===== config.mk =====
export PLATFORM = sky130hd
export DESIGN_NAME = serial_transmitter
export DESIGN_NICKNAME = d
export VERILOG_FILES = /design/src/rtl/serial_transmitter.sv
export SDC_FILE = /design/constraint.sdc
export NUM_CORES = 1
export LEC_CHECK = 0
export ABC_AREA = 1
export CORE_MARGIN = 2
export CORE_UTILIZATION = 35
export CTS_CLUSTER_SIZE = 8
export DETAILED_ROUTE_END_ITERATION = 8
export PLACE_DENSITY = 0.58
export SYNTH_ARGS = -nofsm -noshare
export SYNTH_HDL_FRONTEND = slang
export SYNTH_SLANG_ARGS = --single-unit

===== constraint.sdc =====
create_clock -name clk -period 1.3 [get_ports clk]
set_input_delay 0.26 -clock clk [delete_from_list [all_inputs] [get_ports clk]]
set_output_delay 0.26 -clock clk [all_outputs]
set_load 0.01 [all_outputs]

===== src/rtl/serial_transmitter.sv =====
// Serial frame transmitter: start, 7 data bits LSB first, pad, even parity, idle gap.
// A one-entry holding buffer lets the host queue the next word during a frame.
module serial_transmitter #(
    parameter int CLKS_PER_BIT = 1,
    parameter int GAP_CYCLES   = 1
) (
    input  logic       clk,
    input  logic       rst,
    input  logic [6:0] data_in,
    input  logic       force_parity_err,
    input  logic       valid,
    output logic       ready,
    output logic       serial_out,
    output logic       busy,
    output logic [2:0] state_dbg
);

    localparam int MAX_CNT = (CLKS_PER_BIT > GAP_CYCLES) ? CLKS_PER_BIT : GAP_CYCLES;
    localparam int CW      = $clog2(MAX_CNT + 1);
    localparam logic [CW-1:0] SLOT_LAST = CW'(CLKS_PER_BIT - 1);
    localparam logic [CW-1:0] GAP_LAST  = CW'(GAP_CYCLES - 1);

    typedef enum logic [2:0] {
        IDLE   = 3'd0,
        START  = 3'd1,
        DATA   = 3'd2,
        PAD    = 3'd3,
        PARITY = 3'd4,
        GAP    = 3'd5
    } state_t;

    // Handshake: a word is taken at a rising edge where valid && ready;
    // ready is low exactly while the holding buffer is occupied.

    state_t          state, state_n;
    logic [7:0]      shreg, shreg_n;
    logic [2:0]      bit_cnt, bit_n;
    logic [CW-1:0]   div_cnt, div_n;
    logic            hold_valid, hold_valid_n;
    logic [7:0]      hold_word, hold_word_n;
    logic            line_n;
    logic            accept;
    logic            slot_last;
    logic            gap_last;

    // Shift register image {parity, data}; word[7] is the parity-inversion flag.
    function automatic logic [7:0] frame_load(input logic [7:0] word);
        return {(^word[6:0]) ^ word[7], word[6:0]};
    endfunction

    assign ready     = !hold_valid;
    assign accept    = valid && ready;
    assign slot_last = (div_cnt == SLOT_LAST);
    assign gap_last  = (div_cnt == GAP_LAST);
    assign state_dbg = state;

    always_comb begin
        state_n      = state;
        shreg_n      = shreg;
        bit_n        = bit_cnt;
        div_n        = div_cnt;
        hold_valid_n = hold_valid;
        hold_word_n  = hold_word;
        line_n       = 1'b1;

        if (accept && state != IDLE) begin
            hold_valid_n = 1'b1;
            hold_word_n  = {force_parity_err, data_in};
        end

        case (state)
            IDLE: begin
                if (hold_valid) begin
                    shreg_n      = frame_load(hold_word);
                    hold_valid_n = 1'b0;
                    state_n      = START;
                    div_n        = '0;
                    bit_n        = '0;
                end else if (accept) begin
                    shreg_n = frame_load({force_parity_err, data_in});
                    state_n = START;
                    div_n   = '0;
                    bit_n   = '0;
                end
            end
            START: begin
                if (slot_last) begin
                    state_n = DATA;
                    div_n   = '0;
                end else begin
                    div_n = div_cnt + CW'(1);
                end
            end
            DATA: begin
                if (slot_last) begin
                    div_n   = '0;
                    shreg_n = {1'b0, shreg[7:1]};
                    if (bit_cnt == 3'd6) begin
                        state_n = PAD;
                        bit_n   = '0;
                    end else begin
                        bit_n = bit_cnt + 3'd1;
                    end
                end else begin
                    div_n = div_cnt + CW'(1);
                end
            end
            PAD: begin
                if (slot_last) begin
                    state_n = PARITY;
                    div_n   = '0;
                end else begin
                    div_n = div_cnt + CW'(1);
                end
            end
            PARITY: begin
                if (slot_last) begin
                    state_n = GAP;
                    div_n   = '0;
                end else begin
                    div_n = div_cnt + CW'(1);
                end
            end
            GAP: begin
                if (gap_last) begin
                    div_n = '0;
                    if (hold_valid) begin
                        shreg_n      = frame_load(hold_word);
                        hold_valid_n = 1'b0;
                        state_n      = START;
                        bit_n        = '0;
                    end else begin
                        state_n = IDLE;
                    end
                end else begin
                    div_n = div_cnt + CW'(1);
                end
            end
            default: state_n = IDLE;
        endcase

        // After the data shifts, parity sits in shreg[0] for the PARITY slot.
        case (state_n)
            START:   line_n = 1'b0;
            DATA:    line_n = shreg_n[0];
            PAD:     line_n = 1'b0;
            PARITY:  line_n = shreg_n[0];
            default: line_n = 1'b1;
        endcase
    end

    always_ff @(posedge clk) begin
        if (rst) begin
            state      <= IDLE;
            shreg      <= '0;
            bit_cnt    <= '0;
            div_cnt    <= '0;
            hold_valid <= 1'b0;
            hold_word  <= '0;
            serial_out <= 1'b1;
            busy       <= 1'b0;
        end else begin
            state      <= state_n;
            shreg      <= shreg_n;
            bit_cnt    <= bit_n;
            div_cnt    <= div_n;
            hold_valid <= hold_valid_n;
            hold_word  <= hold_word_n;
            serial_out <= line_n;
            busy       <= (state_n != IDLE);
        end
    end

endmodule


==> summary.log <==
qor: run_status.status complete, but fails checks
qor: run_status.violations setup timing
qor: sta.fin_ws -0.02281 ns
qor: die.die_area 4625 um2
qor: synthesis.synth_top_cell_area_share 0.3490
qor: setup_path.timing.critical_path.from_type flip-flop
qor: drt.routed_wl 3.381 mm
qor: setup_path.timing.critical_path.fanout_max 8
qor: clock_tree.cts.sinks 25
qor: global_routing.first_global_vias 1314
qor: synthesis.synth.most_common_cell nand2_1
qor: layout.antenna-diode-count 0
qor: die.floorplan.io_pins 17
qor: synthesis.syn_inst 231
qor: synthesis.top_area_cells_in_the_synthesized_netlist dfxtp_1 (35%), nand2_1 (21%), inv_1 (7.9%)
qor: synthesis.synthDominantAreaCellType dfxtp_1
qor: global_routing.grt_start_max_net_pins 14
qor: synthesis.postSynthAreaPerCell 6.207 um2
qor: setup_path.timing.critical_path.required 1.46 ns
qor: clock_tree.holdBufCountCts 0
qor: sta.max_freq 756.0 MHz
qor: sta.slew_headroom 0.8476
qor: synthesis.synth-warning-count 0
qor: layout.multiInputGateArea 905.9 um2
qor: drt.firstDrtPassIters 4
qor: synthesis.ys_seq_elements 25
qor: sta.rsz0062_at_grt true
qor: die.placement_rows 23
qor: layout.fill_cells 396
qor: synthesis.synth_area 1434 um2
qor: setup_path.critical_path_cell_count 9
qor: synthesis.post_synth_num_cell_types 23
qor: layout.final-seq-area 508.0 um2
qor: setup_path.crit_family buffers and inverters
qor: setup_path.critical_path.reg2reg.startpoint state_dbg[2]$_SDFF_PP0_
qor: min_path.hold_path_class in2reg
qor: drt.avg_vias_per_cell 4.572
qor: setup_path.reg2reg_to hold_word[7]$_SDFFE_PP0P_
qor: sta.final_hold_viol_count 0
qor: layout.post_layout_nonfiller_instances 332
qor: setup_path.worst_setup_sp state_dbg[2]$_SDFF_PP0_
qor: synthesis.asyncSetResetFlopFracSynth 0
qor: setup_path.cp_cell_sequence buf_6 -> inv_6 -> nand2_4 -> buf_6 -> inv_4 -> nor2_4 -> inv_4 -> o21ai_2 -> a21oi_1
qor: die.fp.coreArea 3971 um2
qor: global_routing.grt-ovfl-total 0
qor: pwr.pwr_density_cell 1013 nW/um2
qor: layout.post_route_cells_drive_above_1_share 0.2801
qor: setup_path.worst_setup_path_end_kind flip-flop
qor: clock_tree.tritoncts.num_buffers 3
qor: synthesis.synth.cells.most_frequent nand2_1 (79), inv_1 (30), dfxtp_1 (25)
qor: min_path.worst_hold_path.num_cells 3
qor: layout.finalNetCount 294
qor: clock_tree.cts-root-to-sink-buffers 2
qor: sta.maxSlewViolCount 0
qor: setup_path.regToRegSetupSlack -0.02 ns
qor: die.die-height 68.01 um
qor: clock_tree.clock_latency 0.27 ns
qor: die.start_util 0.3611
qor: flow_run.max_cap_violations 0
qor: sta.clock-skew-final 0.007847 ns
qor: layout.synthToLayoutAreaGrowth 46.25%
qor: sta.finalCritPeriodShare 1.018
qor: setup_path.worst_setup_path_endpoint hold_word[7]$_SDFFE_PP0P_
qor: drt.vias 1518
qor: sta.finalSetupViolCount 5
qor: sta.finalWorstPathRequiredPeriod 1.323 ns
qor: synthesis.synth_top_flop_cell dfxtp_1
qor: global_routing.grt_first_pass_wirelength 5.609 mm
qor: setup_path.crit_arrival 1.48 ns
qor: clock_tree.htree_levels 1
qor: placed_design.place_inst 324
qor: placed_design.port_buffers 16
qor: global_routing.grt_util_all_layers 0.1595
qor: setup_path.reg2reg_depth 9
qor: die.die_x 68.01 um
qor: global_routing.grt_antenna_before_repair 0
qor: synthesis.mappedNetlistNets 242
qor: setup_path.critical_path.slowest_cell dfxtp_2
qor: synthesis.synth-edff-count 0
qor: drt.ant_nets 0
qor: pwr.power_leakage 1.055 nW
qor: drt.drt-initial-drc-count 78
qor: placed_design.hpwl 2.493 mm
qor: pwr.worst_ir_drop_vdd 588.4 uV
qor: sta.hold_ws 0.4182 ns
qor: setup_path.timing.critical_path.buf_inv 5
qor: clock_tree.clkTransAtPathRegs 0.09 ns
qor: drt.avgRoutedWirePerCell 10.18 um
qor: drt.detail_route.drc_violations 0
qor: clock_tree.tritoncts built
qor: clock_tree.clockRootBuffer clkbuf_8
qor: placed_design.routabilityCongestion 0.7447
qor: setup_path.max_stage_delay 0.34 ns
qor: setup_path.timing.setup.critical_path_class reg2reg
qor: sta.tightestPinTransition 0.2263 ns
qor: synthesis.synth_sequential_area_ratio 0.3490
[registers in the layout (all words and copies together) (netlist names)]
register,count
state_dbg,3
shreg,8
hold_valid,1
serial_out,1
busy,1
bit_cnt,3
hold_word,8
[cells in the final DEF (no fill, tap or decap), types with 2 or more instances in the layout]
| cell | instances |
|---|---|
| nor2_2 | 5 |
| buf_4 | 27 |
| nor2_4 | 7 |
| inv_2 | 4 |
| nand2_4 | 4 |
| dlygate4sd2_1 | 10 |
| nor2_1 | 17 |
| inv_1 | 28 |
| inv_4 | 3 |
| dfxtp_2 | 3 |
| xnor2_1 | 2 |
| buf_6 | 6 |
| nand3_1 | 12 |
| a21oi_1 | 17 |
| o21ai_0 | 4 |
| nand3_2 | 2 |
| clkbuf_8 | 3 |
| xor2_1 | 3 |
| nand2_1 | 77 |
| dfxtp_1 | 21 |
| a211oi_2 | 3 |
| o21ai_2 | 4 |
| dlymetal6s2s_1 | 4 |
| nand2_2 | 3 |
[worst min-delay path by stage]
stage | start | endpoint
final | valid | hold_valid$_SDFF_PP0_
after global routing | valid | hold_valid$_SDFF_PP0_
after CTS | valid | hold_valid$_SDFF_PP0_
after detailed placement | shreg[4]$_SDFFE_PP0P_ | shreg[4]$_SDFFE_PP0P_
after global placement | shreg[1]$_SDFFE_PP0P_ | shreg[1]$_SDFFE_PP0P_
after floorplan | rst | hold_word[4]$_SDFFE_PP0P_
[tightest hold or removal path, delay by kind of cell]
kind	cells	cell delay, ns
buffers and inverters	2	0.33
AOI/OAI and AO/OA	1	0.07
[power by group]
| group | internal (W) | leakage (nW) | switching, W |
|---|---|---|---|
| Sequential | 0.000844 | 0.207 | 0.0000678 |
| Combinational | 0.000340 | 0.826 | 0.000411 |
| Clock | 0.000219 | 0.0228 | 0.000243 |
| Total | 0.00140 | 1.06 | 0.000721 |
[layout make-up]
cell class,count,area share
clock buffer,4,0.02148
inverter,36,0.07041
multi-input combinational,168,0.4320
sequential,25,0.2422
tap,50,0.02983
timing repair buffer,49,0.2041
[per-stage QoR]
stage / setup WS (ns) / util / cell area (um2) / TNS (ns) / power, W
after floorplan: 0.009815 / - / 1436 / 0 / 0.001312
after global placement: -0.3454 / 0.4694 / 1864 / -5.871 / 0.001550
after detailed placement: -0.3488 / 0.4694 / 1864 / -6.032 / 0.001555
after CTS: -0.03671 / 0.5072 / 2014 / -0.09828 / 0.002091
after global routing: -0.1198 / 0.5280 / 2097 / -1.232 / 0.002276
final: -0.02281 / 0.5280 / 2097 / -0.07684 / 0.002125
[layer usage]
| layer | global-route usage | wire length [um] | vias up |
|---|---|---|---|
| met2 | 0.2658 | 1622 | 25 |
| met4 | 0.03000 | 14 | 0 |
| met3 | 0.03454 | 160 | 2 |
| li1 | - | - | 821 |
| met5 | 0 | 0 | - |
| met1 | 0.2129 | 1583 | 670 |
[timing repair]
action,4_1_cts,5_1_grt
resized for setup,43,23
setup buffers,2,2
pin swaps,6,8
endpoints found under the hold margin,0,0
setup endpoints to repair,23,22
gates cloned,1,0
[logic make-up after synthesis]
family,after synthesis,share of synthesized area
buffers and inverters,39,0.1082
and+or+nand+nor,127,0.3752
DFF,25,0.3490
AOI/OAI and AO/OA,34,0.1309
xor gates and xnor gates,6,0.03666
Note: power is estimated with default switching activity, not from simulation.
